## src/rtl/sync_ctrl_pkg.sv

```systemverilog
// Shared types, error bit positions and bus helpers for the barrier sync controller.
package sync_ctrl_pkg;

    typedef enum logic [1:0] {
        ST_IDLE    = 2'd0,
        ST_COLLECT = 2'd1,
        ST_RELEASE = 2'd2
    } sync_state_e;

    // Bit positions inside the sticky error vector.
    localparam int ERR_MISMATCH  = 0;
    localparam int ERR_NONMEMBER = 1;
    localparam int ERR_TIMEOUT   = 2;
    localparam int ERR_OVERRUN   = 3;
    localparam int ERR_COUNT     = 4;

    // Upper bounds for the id-extraction helper: up to 32 cores with ids up to 16 bits.
    localparam int SB_MAX_ID_W = 16;
    localparam int SB_BUS_MAX  = 512;

    // Return core 'core' id field of width 'id_w' from the packed request bus.
    function automatic logic [SB_MAX_ID_W-1:0] sb_core_id(
        input logic [SB_BUS_MAX-1:0] bus,
        input int                    id_w,
        input int                    core
    );
        logic [SB_BUS_MAX-1:0] shifted_s;
        logic [SB_BUS_MAX-1:0] field_mask_s;
        shifted_s    = bus >> (id_w * core);
        field_mask_s = (SB_BUS_MAX'(1) << id_w) - SB_BUS_MAX'(1);
        return SB_MAX_ID_W'(shifted_s & field_mask_s);
    endfunction

endpackage

```

## src/rtl/sync_mask_table.sv

```systemverilog
// Host-written barrier membership table: one N_CORES-bit mask per barrier id.
module sync_mask_table #(
    parameter int N_CORES = 4,
    parameter int ADDR_W  = 8
) (
    input  logic               clk,
    input  logic               reset,
    input  logic               wr_en,
    input  logic [ADDR_W-1:0]  wr_addr,
    input  logic [N_CORES-1:0] wr_mask,
    input  logic [ADDR_W-1:0]  rd_addr,
    output logic [N_CORES-1:0] rd_mask
);

    localparam int DEPTH = 2 ** ADDR_W;

    logic [N_CORES-1:0] mem_r [DEPTH];

    // Table storage: cleared on reset, one entry written per strobe.
    always_ff @(posedge clk) begin
        if (!reset) begin
            for (int i = 0; i < DEPTH; i++) begin
                mem_r[i] <= '0;
            end
        end else if (wr_en) begin
            mem_r[wr_addr] <= wr_mask;
        end
    end

    assign rd_mask = mem_r[rd_addr];

endmodule

```

## src/rtl/sync_barrier_ctrl.sv

```systemverilog
// Barrier responder: collects per-core arrivals for one barrier id and
// releases all participating cores with a single-cycle ready pulse.
module sync_barrier_ctrl
    import sync_ctrl_pkg::*;
#(
    parameter int N_CORES            = 4,
    parameter int SYNC_BARRIER_WIDTH = 8,
    parameter int TIMEOUT_WIDTH      = 16,
    parameter int TIMEOUT_CYCLES     = 1000
) (
    input  logic                                  clk,
    input  logic                                  reset,
    input  logic [N_CORES-1:0]                    sync_enable,
    input  logic [N_CORES*SYNC_BARRIER_WIDTH-1:0] sync_barrier,
    output logic [N_CORES-1:0]                    sync_ready,
    input  logic                                  cfg_write_enable,
    input  logic [SYNC_BARRIER_WIDTH-1:0]         cfg_write_addr,
    input  logic [N_CORES-1:0]                    cfg_write_mask,
    input  logic                                  err_clear,
    output logic                                  busy,
    output logic [SYNC_BARRIER_WIDTH-1:0]         active_barrier,
    output logic                                  err_mismatch,
    output logic                                  err_nonmember,
    output logic                                  err_timeout,
    output logic                                  err_overrun
);

    localparam int W = SYNC_BARRIER_WIDTH;
    localparam logic [TIMEOUT_WIDTH-1:0] TIMEOUT_LAST = TIMEOUT_WIDTH'(TIMEOUT_CYCLES - 1);

    sync_state_e               state_r, state_n;
    logic [N_CORES-1:0]        arrived_r, arrived_n;
    logic [N_CORES-1:0]        active_mask_r, active_mask_n;
    logic [W-1:0]              active_id_r, active_id_n;
    logic [TIMEOUT_WIDTH-1:0]  cnt_r, cnt_n;
    logic [N_CORES-1:0]        ready_r, ready_n;
    logic                      busy_r;
    logic [ERR_COUNT-1:0]      err_r, err_set_s;

    logic [W-1:0]              core_id_s [N_CORES];
    logic                      lead_found_s;
    logic [W-1:0]              lead_id_s;
    logic [N_CORES-1:0]        table_mask_s;
    logic [W-1:0]              ref_id_s;
    logic [N_CORES-1:0]        ref_mask_s;
    logic [N_CORES-1:0]        match_s;
    logic                      mism_any_s;
    logic                      nonmem_any_s;
    logic                      timeout_hit_s;

    sync_mask_table #(
        .N_CORES (N_CORES),
        .ADDR_W  (W)
    ) u_mask_table (
        .clk     (clk),
        .reset   (reset),
        .wr_en   (cfg_write_enable),
        .wr_addr (cfg_write_addr),
        .wr_mask (cfg_write_mask),
        .rd_addr (lead_id_s),
        .rd_mask (table_mask_s)
    );

    // Unpack ids and pick the lowest-index requester as the lead core.
    always_comb begin
        lead_found_s = 1'b0;
        lead_id_s    = '0;
        for (int i = 0; i < N_CORES; i++) begin
            core_id_s[i] = W'(sb_core_id(SB_BUS_MAX'(sync_barrier), W, i));
            if (sync_enable[i] && !lead_found_s) begin
                lead_found_s = 1'b1;
                lead_id_s    = core_id_s[i];
            end else begin
                lead_found_s = lead_found_s;
            end
        end
    end

    // Classify each request against the barrier being formed or collected.
    always_comb begin
        if (state_r == ST_IDLE) begin
            ref_id_s   = lead_id_s;
            ref_mask_s = table_mask_s;
        end else begin
            ref_id_s   = active_id_r;
            ref_mask_s = active_mask_r;
        end
        match_s      = '0;
        mism_any_s   = 1'b0;
        nonmem_any_s = 1'b0;
        for (int i = 0; i < N_CORES; i++) begin
            if (!sync_enable[i]) begin
                match_s[i] = 1'b0;
            end else if (core_id_s[i] != ref_id_s) begin
                mism_any_s = 1'b1;
            end else if (!ref_mask_s[i]) begin
                nonmem_any_s = 1'b1;
            end else begin
                match_s[i] = 1'b1;
            end
        end
        timeout_hit_s = (TIMEOUT_CYCLES != 0) && (cnt_r == TIMEOUT_LAST);
    end

    // Next-state logic for the IDLE -> COLLECT -> RELEASE sequence.
    always_comb begin
        state_n       = state_r;
        arrived_n     = arrived_r;
        active_mask_n = active_mask_r;
        active_id_n   = active_id_r;
        cnt_n         = cnt_r;
        ready_n       = '0;
        err_set_s     = '0;
        case (state_r)
            ST_IDLE: begin
                if (|sync_enable) begin
                    err_set_s[ERR_MISMATCH]  = mism_any_s;
                    err_set_s[ERR_NONMEMBER] = nonmem_any_s || (table_mask_s == '0);
                    if (table_mask_s != '0) begin
                        state_n       = ST_COLLECT;
                        active_id_n   = lead_id_s;
                        active_mask_n = table_mask_s;
                        arrived_n     = match_s;
                        cnt_n         = '0;
                    end else begin
                        state_n = ST_IDLE;
                    end
                end else begin
                    state_n = ST_IDLE;
                end
            end
            ST_COLLECT: begin
                err_set_s[ERR_MISMATCH]  = mism_any_s;
                err_set_s[ERR_NONMEMBER] = nonmem_any_s;
                if (timeout_hit_s) begin
                    err_set_s[ERR_TIMEOUT] = 1'b1;
                    arrived_n = '0;
                    cnt_n     = '0;
                    state_n   = ST_IDLE;
                end else if (arrived_r == active_mask_r) begin
                    ready_n = active_mask_r;
                    state_n = ST_RELEASE;
                end else begin
                    arrived_n = arrived_r | match_s;
                    cnt_n     = cnt_r + TIMEOUT_WIDTH'(1);
                end
            end
            ST_RELEASE: begin
                err_set_s[ERR_OVERRUN] = |sync_enable;
                arrived_n = '0;
                cnt_n     = '0;
                state_n   = ST_IDLE;
            end
            default: begin
                arrived_n = '0;
                cnt_n     = '0;
                state_n   = ST_IDLE;
            end
        endcase
    end

    // State, datapath and registered outputs; sticky errors give set priority over clear.
    always_ff @(posedge clk) begin
        if (!reset) begin
            state_r       <= ST_IDLE;
            arrived_r     <= '0;
            active_mask_r <= '0;
            active_id_r   <= '0;
            cnt_r         <= '0;
            ready_r       <= '0;
            busy_r        <= 1'b0;
            err_r         <= '0;
        end else begin
            state_r       <= state_n;
            arrived_r     <= arrived_n;
            active_mask_r <= active_mask_n;
            active_id_r   <= active_id_n;
            cnt_r         <= cnt_n;
            ready_r       <= ready_n & active_mask_r;
            busy_r        <= (state_n != ST_IDLE);
            err_r         <= (err_r & ~{ERR_COUNT{err_clear}}) | err_set_s;
        end
    end

    assign sync_ready     = ready_r;
    assign busy           = busy_r;
    assign active_barrier = active_id_r;
    assign err_mismatch   = err_r[ERR_MISMATCH];
    assign err_nonmember  = err_r[ERR_NONMEMBER];
    assign err_timeout    = err_r[ERR_TIMEOUT];
    assign err_overrun    = err_r[ERR_OVERRUN];

endmodule

```

## config.mk

```make
export PLATFORM = sky130hd
export DESIGN_NAME = sync_barrier_ctrl
export DESIGN_NICKNAME = d
export VERILOG_FILES = /design/src/rtl/sync_ctrl_pkg.sv /design/src/rtl/sync_mask_table.sv /design/src/rtl/sync_barrier_ctrl.sv
export SDC_FILE = /design/constraint.sdc
export NUM_CORES = 2
export LEC_CHECK = 0
export CAP_MARGIN = 5
export CORE_MARGIN = 8
export CORE_UTILIZATION = 55
export DETAILED_ROUTE_END_ITERATION = 16
export DONT_BUFFER_PORTS = 1
export PLACE_DENSITY_LB_ADDON = 0.25
export SYNTH_ARGS = -nofsm -noshare
export SYNTH_HDL_FRONTEND = slang
export SYNTH_SLANG_ARGS = --single-unit
```

## constraint.sdc

```tcl
create_clock -name clk -period 5.4 [get_ports clk]
set_input_delay 1.08 -clock clk [delete_from_list [all_inputs] [get_ports clk]]
set_output_delay 1.08 -clock clk [all_outputs]
set_load 0.005 [all_outputs]
```

# Word-level counts from Yosys, hierarchy flattened
# Memories as Yosys holds them, arrays and structs flattened.
# Index checks and enable logic that the tools add are counted.
# W data, S select, Z words.
[totals]
register_bits = 43
output_inout_bits = 17
mem_bits_rw = 1024
memories = 1
[op_classes]
n_eq_ne = 11
bitwise = 5
n_reduce_logical = 15
mux = 71
n_addsub = 1
[memory_table]
columns = ["name", "words", "word_bits", "read_ports", "rd_clocked_by_memory_dff", "wr", "line", "text"]
rows = [
  ["u_mask_table.mem_r", 256, 4, 1, 0, 256, "sync_mask_table.sv:17", "logic [N_CORES-1:0] mem_r [DEPTH];"],
]
[op_table]
columns = ["op", "n"]
rows = [
  ["$mux W16", 4],
  ["$mux W8", 6],
  ["$mux W1", 44],
  ["$mux W4", 9],
  ["$ne A8 B8 Y1", 4],
  ["$pmux W16 S2", 1],
  ["$add A16 B1 Y16 const B", 1],
  ["$eq A16 B10 Y1 const B", 1],
  ["$and A4 B4 Y4", 2],
  ["$mux W2", 4],
  ["$or A4 B4 Y4", 2],
  ["$pmux W2 S2", 2],
  ["$pmux W4 S2", 1],
  ["$reduce_or A4 Y1", 2],
  ["$reduce_and A3 Y1", 2],
  ["$eq A4 B4 Y1", 1],
  ["$logic_not A4 Y1", 1],
  ["$ne A2 B1 Y1 const B", 2],
  ["$not A4 Y4", 1],
  ["$reduce_bool A4 Y1", 1],
  ["$logic_and A1 B1 Y1", 3],
  ["$logic_not A1 Y1", 3],
  ["$ne A3 B3 Y1 const B", 1],
  ["$eq A2 B1 Y1 const B", 1],
  ["other kinds (4)", 4],
]

# Depth between registers and ports, before layout
# An unclocked memory read counts as a cell.
[depth]
word_depth = 28
depth_mapped = 20
depth_no_buf = 12

# Modules after synthesis
# From an unflattened synthesis, not the netlist that was laid out.
[hier_totals]
cells_unflattened = 4156
hier_area_um2 = 52287.6
[by_module_without_submodules]
columns = ["mod", "seq_area_each_um2", "n_inst", "area_each_um2", "cells_per_inst"]
rows = [
  ["sync_mask_table", 30749.5, 1, 49383.6, 3789],
  ["sync_barrier_ctrl", 860.8, 1, 2904.0, 367],
]

# Worst setup path before layout
# OpenSTA, ideal clock, no wires.
[synth_path]
path_type = "in2reg"
startpoint = "input sync_enable[1]"
endpoint = "register arrived_r[3]"
path_buffers = 5
path_slack_ps = 476
setup_time_ps = 115
t_arrival_ps = 4809
cell_stages = 16
path_cell_list = "or4b_1 -> o211a_1 -> buf_6 -> nor2_8 -> buf_8 -> buf_4 -> buf_2 -> mux4_2 -> a221oi_1 -> o221ai_1 -> o21a_1 -> o22ai_1 -> a31oi_4 -> and2_1 -> buf_6 -> o21a_1"
[synth_between]
elab_chain_cells = 17
elab_cells_between_ends = 28
classes_between = "3 x eq/ne; 15 x mux; 1 x bitwise; 8 x reduce/logical; 1 x memory"
[synth_lines]
columns = ["item", "line", "text"]
rows = [
  ["from (decl)", "sync_barrier_ctrl.sv:13", "input logic [N_CORES-1:0] sync_enable,"],
  ["$logic_and A1 B1 Y1", "sync_barrier_ctrl.sv:70", "if (sync_enable[i] && !lead_found_s) begin"],
  ["$mux W1", "sync_barrier_ctrl.sv:70", ""],
  ["$logic_not A1 Y1", "sync_barrier_ctrl.sv:70", ""],
  ["$logic_and A1 B1 Y1", "sync_barrier_ctrl.sv:70", ""],
  ["$mux W1", "sync_barrier_ctrl.sv:70", ""],
  ["$logic_not A1 Y1", "sync_barrier_ctrl.sv:70", ""],
  ["$logic_and A1 B1 Y1", "sync_barrier_ctrl.sv:70", ""],
  ["$mux W8", "sync_barrier_ctrl.sv:70", ""],
  ["$mem_v2 Z256 W4", "n/a", ""],
  ["$mux W4", "sync_barrier_ctrl.sv:81", "if (state_r == ST_IDLE) begin"],
  ["$mux W1", "sync_barrier_ctrl.sv:96", "end else if (!ref_mask_s[i]) begin"],
  ["$mux W1", "sync_barrier_ctrl.sv:94", "end else if (core_id_s[i] != ref_id_s) begin"],
  ["$mux W1", "sync_barrier_ctrl.sv:92", "if (!sync_enable[i]) begin"],
  ["$or A4 B4 Y4", "sync_barrier_ctrl.sv:144", "arrived_n = arrived_r | match_s;"],
  ["$mux W4", "sync_barrier_ctrl.sv:140", "end else if (arrived_r == active_mask_r) begin"],
  ["$mux W4", "sync_barrier_ctrl.sv:135", "if (timeout_hit_s) begin"],
  ["$pmux W4 S2", "sync_barrier_ctrl.sv:114", "case (state_r)"],
  ["to (signal assigned)", "sync_barrier_ctrl.sv:175", "arrived_r <= arrived_n;"],
  ["to (decl)", "sync_barrier_ctrl.sv:32", "logic [N_CORES-1:0] arrived_r, arrived_n;"],
]
# Parallel ways exist; a longest one is shown, timed or not. The select of a mux whose other input is x is not followed.
# A chain may end at the register's enable or synchronous reset.

# Final worst setup path
[layout_path]
startpoint = "input sync_enable[1]"
endpoint = "register cnt_r[2]"
[layout_between]
elab_chain_cells = 12
elab_cells_between_ends = 16
classes_between = "2 x eq/ne; 5 x mux; 8 x reduce/logical; 1 x memory"
[layout_lines]
columns = ["item", "line", "text"]
rows = [
  ["$logic_and A1 B1 Y1", "sync_barrier_ctrl.sv:70", ""],
  ["$mux W1", "sync_barrier_ctrl.sv:70", ""],
  ["$logic_not A1 Y1", "sync_barrier_ctrl.sv:70", ""],
  ["$logic_and A1 B1 Y1", "sync_barrier_ctrl.sv:70", ""],
  ["$mux W1", "sync_barrier_ctrl.sv:70", ""],
  ["$logic_not A1 Y1", "sync_barrier_ctrl.sv:70", ""],
  ["$logic_and A1 B1 Y1", "sync_barrier_ctrl.sv:70", ""],
  ["$mux W8", "sync_barrier_ctrl.sv:70", ""],
  ["$mem_v2 Z256 W4", "n/a", ""],
  ["$reduce_bool A4 Y1", "sync_barrier_ctrl.sv:119", "if (table_mask_s != '0) begin"],
  ["$ne A2 B1 Y1 (no line)", "n/a", ""],
  ["$reduce_and A3 Y1 (no line) (*)", "n/a", ""],
  ["to (signal assigned)", "sync_barrier_ctrl.sv:178", "cnt_r <= cnt_n;"],
  ["to (decl)", "sync_barrier_ctrl.sv:35", "logic [TIMEOUT_WIDTH-1:0] cnt_r, cnt_n;"],
]
# Every way passes the cells marked *; elsewhere a longest branch is shown, timed or not.

==> metrics.md <==
| Metric | Value |
|---|---|
| Hold crit path type | `register to register` |
| R2R depth | `10` |
| Syn Area/Cell | `11.3 sq um` |
| Measured slew at the worst slew-check pin | `1.25 ns` |
| Fin. max-slew vios | `0` |
| Most common cell in the synthesized netlist | `edfxtp_1` |
| PwrDens | `345 nW/um^2` |
| Synth area leaders | `edfxtp_1 (58%), and3_1 (12%), nand2_1 (6.2%), mux4_2 (4.2%), clkbuf_1 (3.2%)` |
| Drt via density | `6.70` |
| Synth area leader | `edfxtp_1` |
| Reg2Reg Launch Point | `state_r[0]` |
| Clock sinks | `1067` |
| Die Height | `326 um` |
| Syn nets | `4737` |
| Pre-CTS WS | `-0.175 ns` |
| Worst hold start | `cnt_r[15]` |
| DP HPWL | `99200 um` |
| Die area | `106000 sq um` |
| Number of enable flip-flop cells after synthesis | `1024` |
| Final worst slack | `0.452 ns` |
| Setup TNS Final | `0 ns` |
| Clock transition at path regs | `0.06 ns` |
| GRT Residual Overflow | `0` |
| WP data required | `5.99 ns` |
| Final net count | `4505` |
| DR vias | `39.0k` |
| Leakage | `23.5 nW` |
| Library cells used by synthesis | `80` |
| Clock Path Buffers | `3` |
| Clock root cell | `clkbuf_16` |
| Post-synth ARST share | `0%` |
| Initial core utilization | `55.6%` |
| Synth Cell Area | `52900 sq um` |
| Worst Skew | `0.0323 ns` |
| Post-Syn Instances | `4684` |
| H-Tree Depth | `3` |
| Unrepaired setup endpoints after global routing | `no` |
| Drt wl/cell | `27.9 um` |
| Largest net degree at the start of global routing | `299` |
| Initial drt markers | `6025` |
| Core box area | `95200 sq um` |
| Flops & latches, synth | `1067` |
| CP max FO | `46` |
| WHS Endpoint | `cnt_r[15]` |
| Worst hold path cell count | `1` |
| Layout cells sized above 1 | `11.4%` |
| Worst-Skew Late Latency | `0.73 ns` |
| Placer Congestion | `0.931` |
| Row cnt | `113` |
| Sequential fraction of the synthesis area | `59.8%` |
| CTS tree | `done` |
| Commonest cells post-synth | `edfxtp_1 (1024), and3_1 (985), nand2_1 (878), clkbuf_1 (449), and2_1 (124)` |
| Total GRT Usage | `29.2%` |
| Ports | `69` |
| Synth Warn # | `0` |
| Multi-input gate area in the final layout | `19300 sq um` |
| Post-CTS Hold Buffers | `0` |
| VDD IR-drop max | `0.000243 V` |
| Worst setup SP type | `input port` |
| Post-CTS Setup Bufs | `0` |
| Post-cts resize count | `0` |
| F_max | `0.202 GHz` |
| Status | `complete, no violations` |
| Max-cap viol count | `0` |
| Fillers | `7335` |
| Slew headroom | `16.5%` |
| Reg-to-Reg End | `arrived_r[3]` |
| Clock buffer count from CTS | `111` |
| Ys flop type | `edfxtp_1` |
| Worst setup EP type | `register` |
| PortBufs | `0` |
| Drt total wl | `162000 um` |
| Die Width | `326 um` |
| Drt first pass iters | `8` |
| Synth-to-Final Area Change | `9.30%` |
| Worst Path Arrival | `5.54 ns` |
| Register area | `31600 sq um` |
| Initial antenna violation count | `7` |
| First-pass GRT wire length | `238000 um` |
| Worst Setup Path Type | `input port to register` |
| ANT nets after route | `0` |
| Final period util | `91.6%` |
| Final Hold Vio Count | `0` |
| Final setup violation count | `0` |
| DRC viols | `0` |
| Fin crit period | `4.95 ns` |
| Top-area cell type share of the netlist area | `58.1%` |
| Reg2reg setup slack | `1.63 ns` |
| Number of global-route vias before repair | `36.4k` |
[placed cells by master (no fill, tap or decap), drive strengths merged, types with 16 or more instances in the layout]
cell type | Yosys | final
o21ai | 71 | 71
buf | 92 | 196
nand4 | 26 | 26
a211oi | 61 | 61
a31oi | 39 | 39
edfxtp | 1024 | 1024
and3 | 985 | 985
clkbuf | 449 | 139
dfxtp | 43 | 43
mux4 | 99 | 99
nand3 | 112 | 112
and2 | 124 | 124
clkinv | 1 | 54
o211ai | 19 | 19
nor3 | 32 | 32
a221oi | 20 | 20
a21oi | 109 | 109
xnor2 | 16 | 16
xor2 | 17 | 17
mux2i | 68 | 68
nor2 | 117 | 117
nand2b | 18 | 18
a311oi | 46 | 46
a22oi | 46 | 46
nand2 | 878 | 878
[state kept, by name, indices dropped and copies added (netlist names)]
register	cells
u_mask_table.mem_r	1024
cnt_r	16
active_barrier	8
active_mask_r	4
arrived_r	4
err_r	4
sync_ready	4
state_r	2
busy	1
[how the worst max path moves through the flow]
stage	startpoint	endpoint	slack, ns	cells after the start
floorplan	sync_enable[1]	arrived_r[3]	0.48	16
global placement	sync_enable[1]	cnt_r[3]	-0.16	14
detailed placement	sync_enable[1]	cnt_r[2]	-0.18	14
CTS	sync_enable[1]	cnt_r[2]	0.54	14
global route	sync_enable[1]	cnt_r[5]	0.37	14
finish	sync_enable[1]	cnt_r[2]	0.45	14
[layout make-up]
| class | instances | area share, % |
|---|---|---|
| Multi-Input combinational cell | 3071 | 33.4 |
| Inverter | 5 | 0.0325 |
| Timing Repair Buffer | 196 | 3.15 |
| Antenna cell | 5 | 0.0216 |
| Clock inverter | 68 | 0.952 |
| Clock buffer | 139 | 5.06 |
| Tap cell | 1265 | 2.74 |
| Sequential cell | 1067 | 54.7 |
[layer usage]
metal / GRT usage, % / wire (um)
met1: 40.2 / 60400
met2: 44.2 / 72300
met3: 7.67 / 22600
met4: 11.8 / 6910
met5: 0 / 51
[per-stage QoR]
step	power, mW	area [sq um]	util, %	std cells	hold slack (ns)
floorplan	11.6	52900	-	4684	0.432
global placement	12.5	54300	57.1	5604	0.446
detailed placement	12.5	54300	57.1	5604	0.457
CTS	19.9	57800	60.8	5811	0.465
global route	20.4	57800	60.8	5811	0.506
finish	19.9	57800	60.8	5816	0.466
[worst max-delay path, cell delays in order]
cell,delay (ns)
or4b_1,0.54
buf_4,0.17
o211ai_4,0.24
nand2_4,0.16
buf_12,0.25
mux4_2,0.48
o2bb2ai_1,0.14
a221o_1,0.34
o32ai_1,0.52
o211ai_1,0.39
a221oi_2,0.51
a31oi_4,0.16
buf_4,0.23
a311oi_1,0.27
[power breakdown]
group          switching [mW]  internal (mW)
clock network            3.30           4.17
logic                    1.80          0.939
registers               0.216           9.50
total                    5.32           14.6
[logic make-up (layout without fill, tap and decap cells)]
logic type | after synthesis | in the layout | share of synthesized area [%]
AND/OR/NAND/NOR | 2353 | 2353 | 23.0
flip-flops | 1067 | 1067 | 59.8
buffers and inverters | 546 | 408 | 4.28
AO/OA/AOI/OAI | 514 | 514 | 6.85
multiplexers | 170 | 170 | 5.57
XOR/XNOR | 33 | 33 | 0.546
adder cells (fa/ha/maj) | 1 | 1 | 0.0236
other | 0 | 5 | 0
Note: power is estimated with default switching activity, not from simulation.
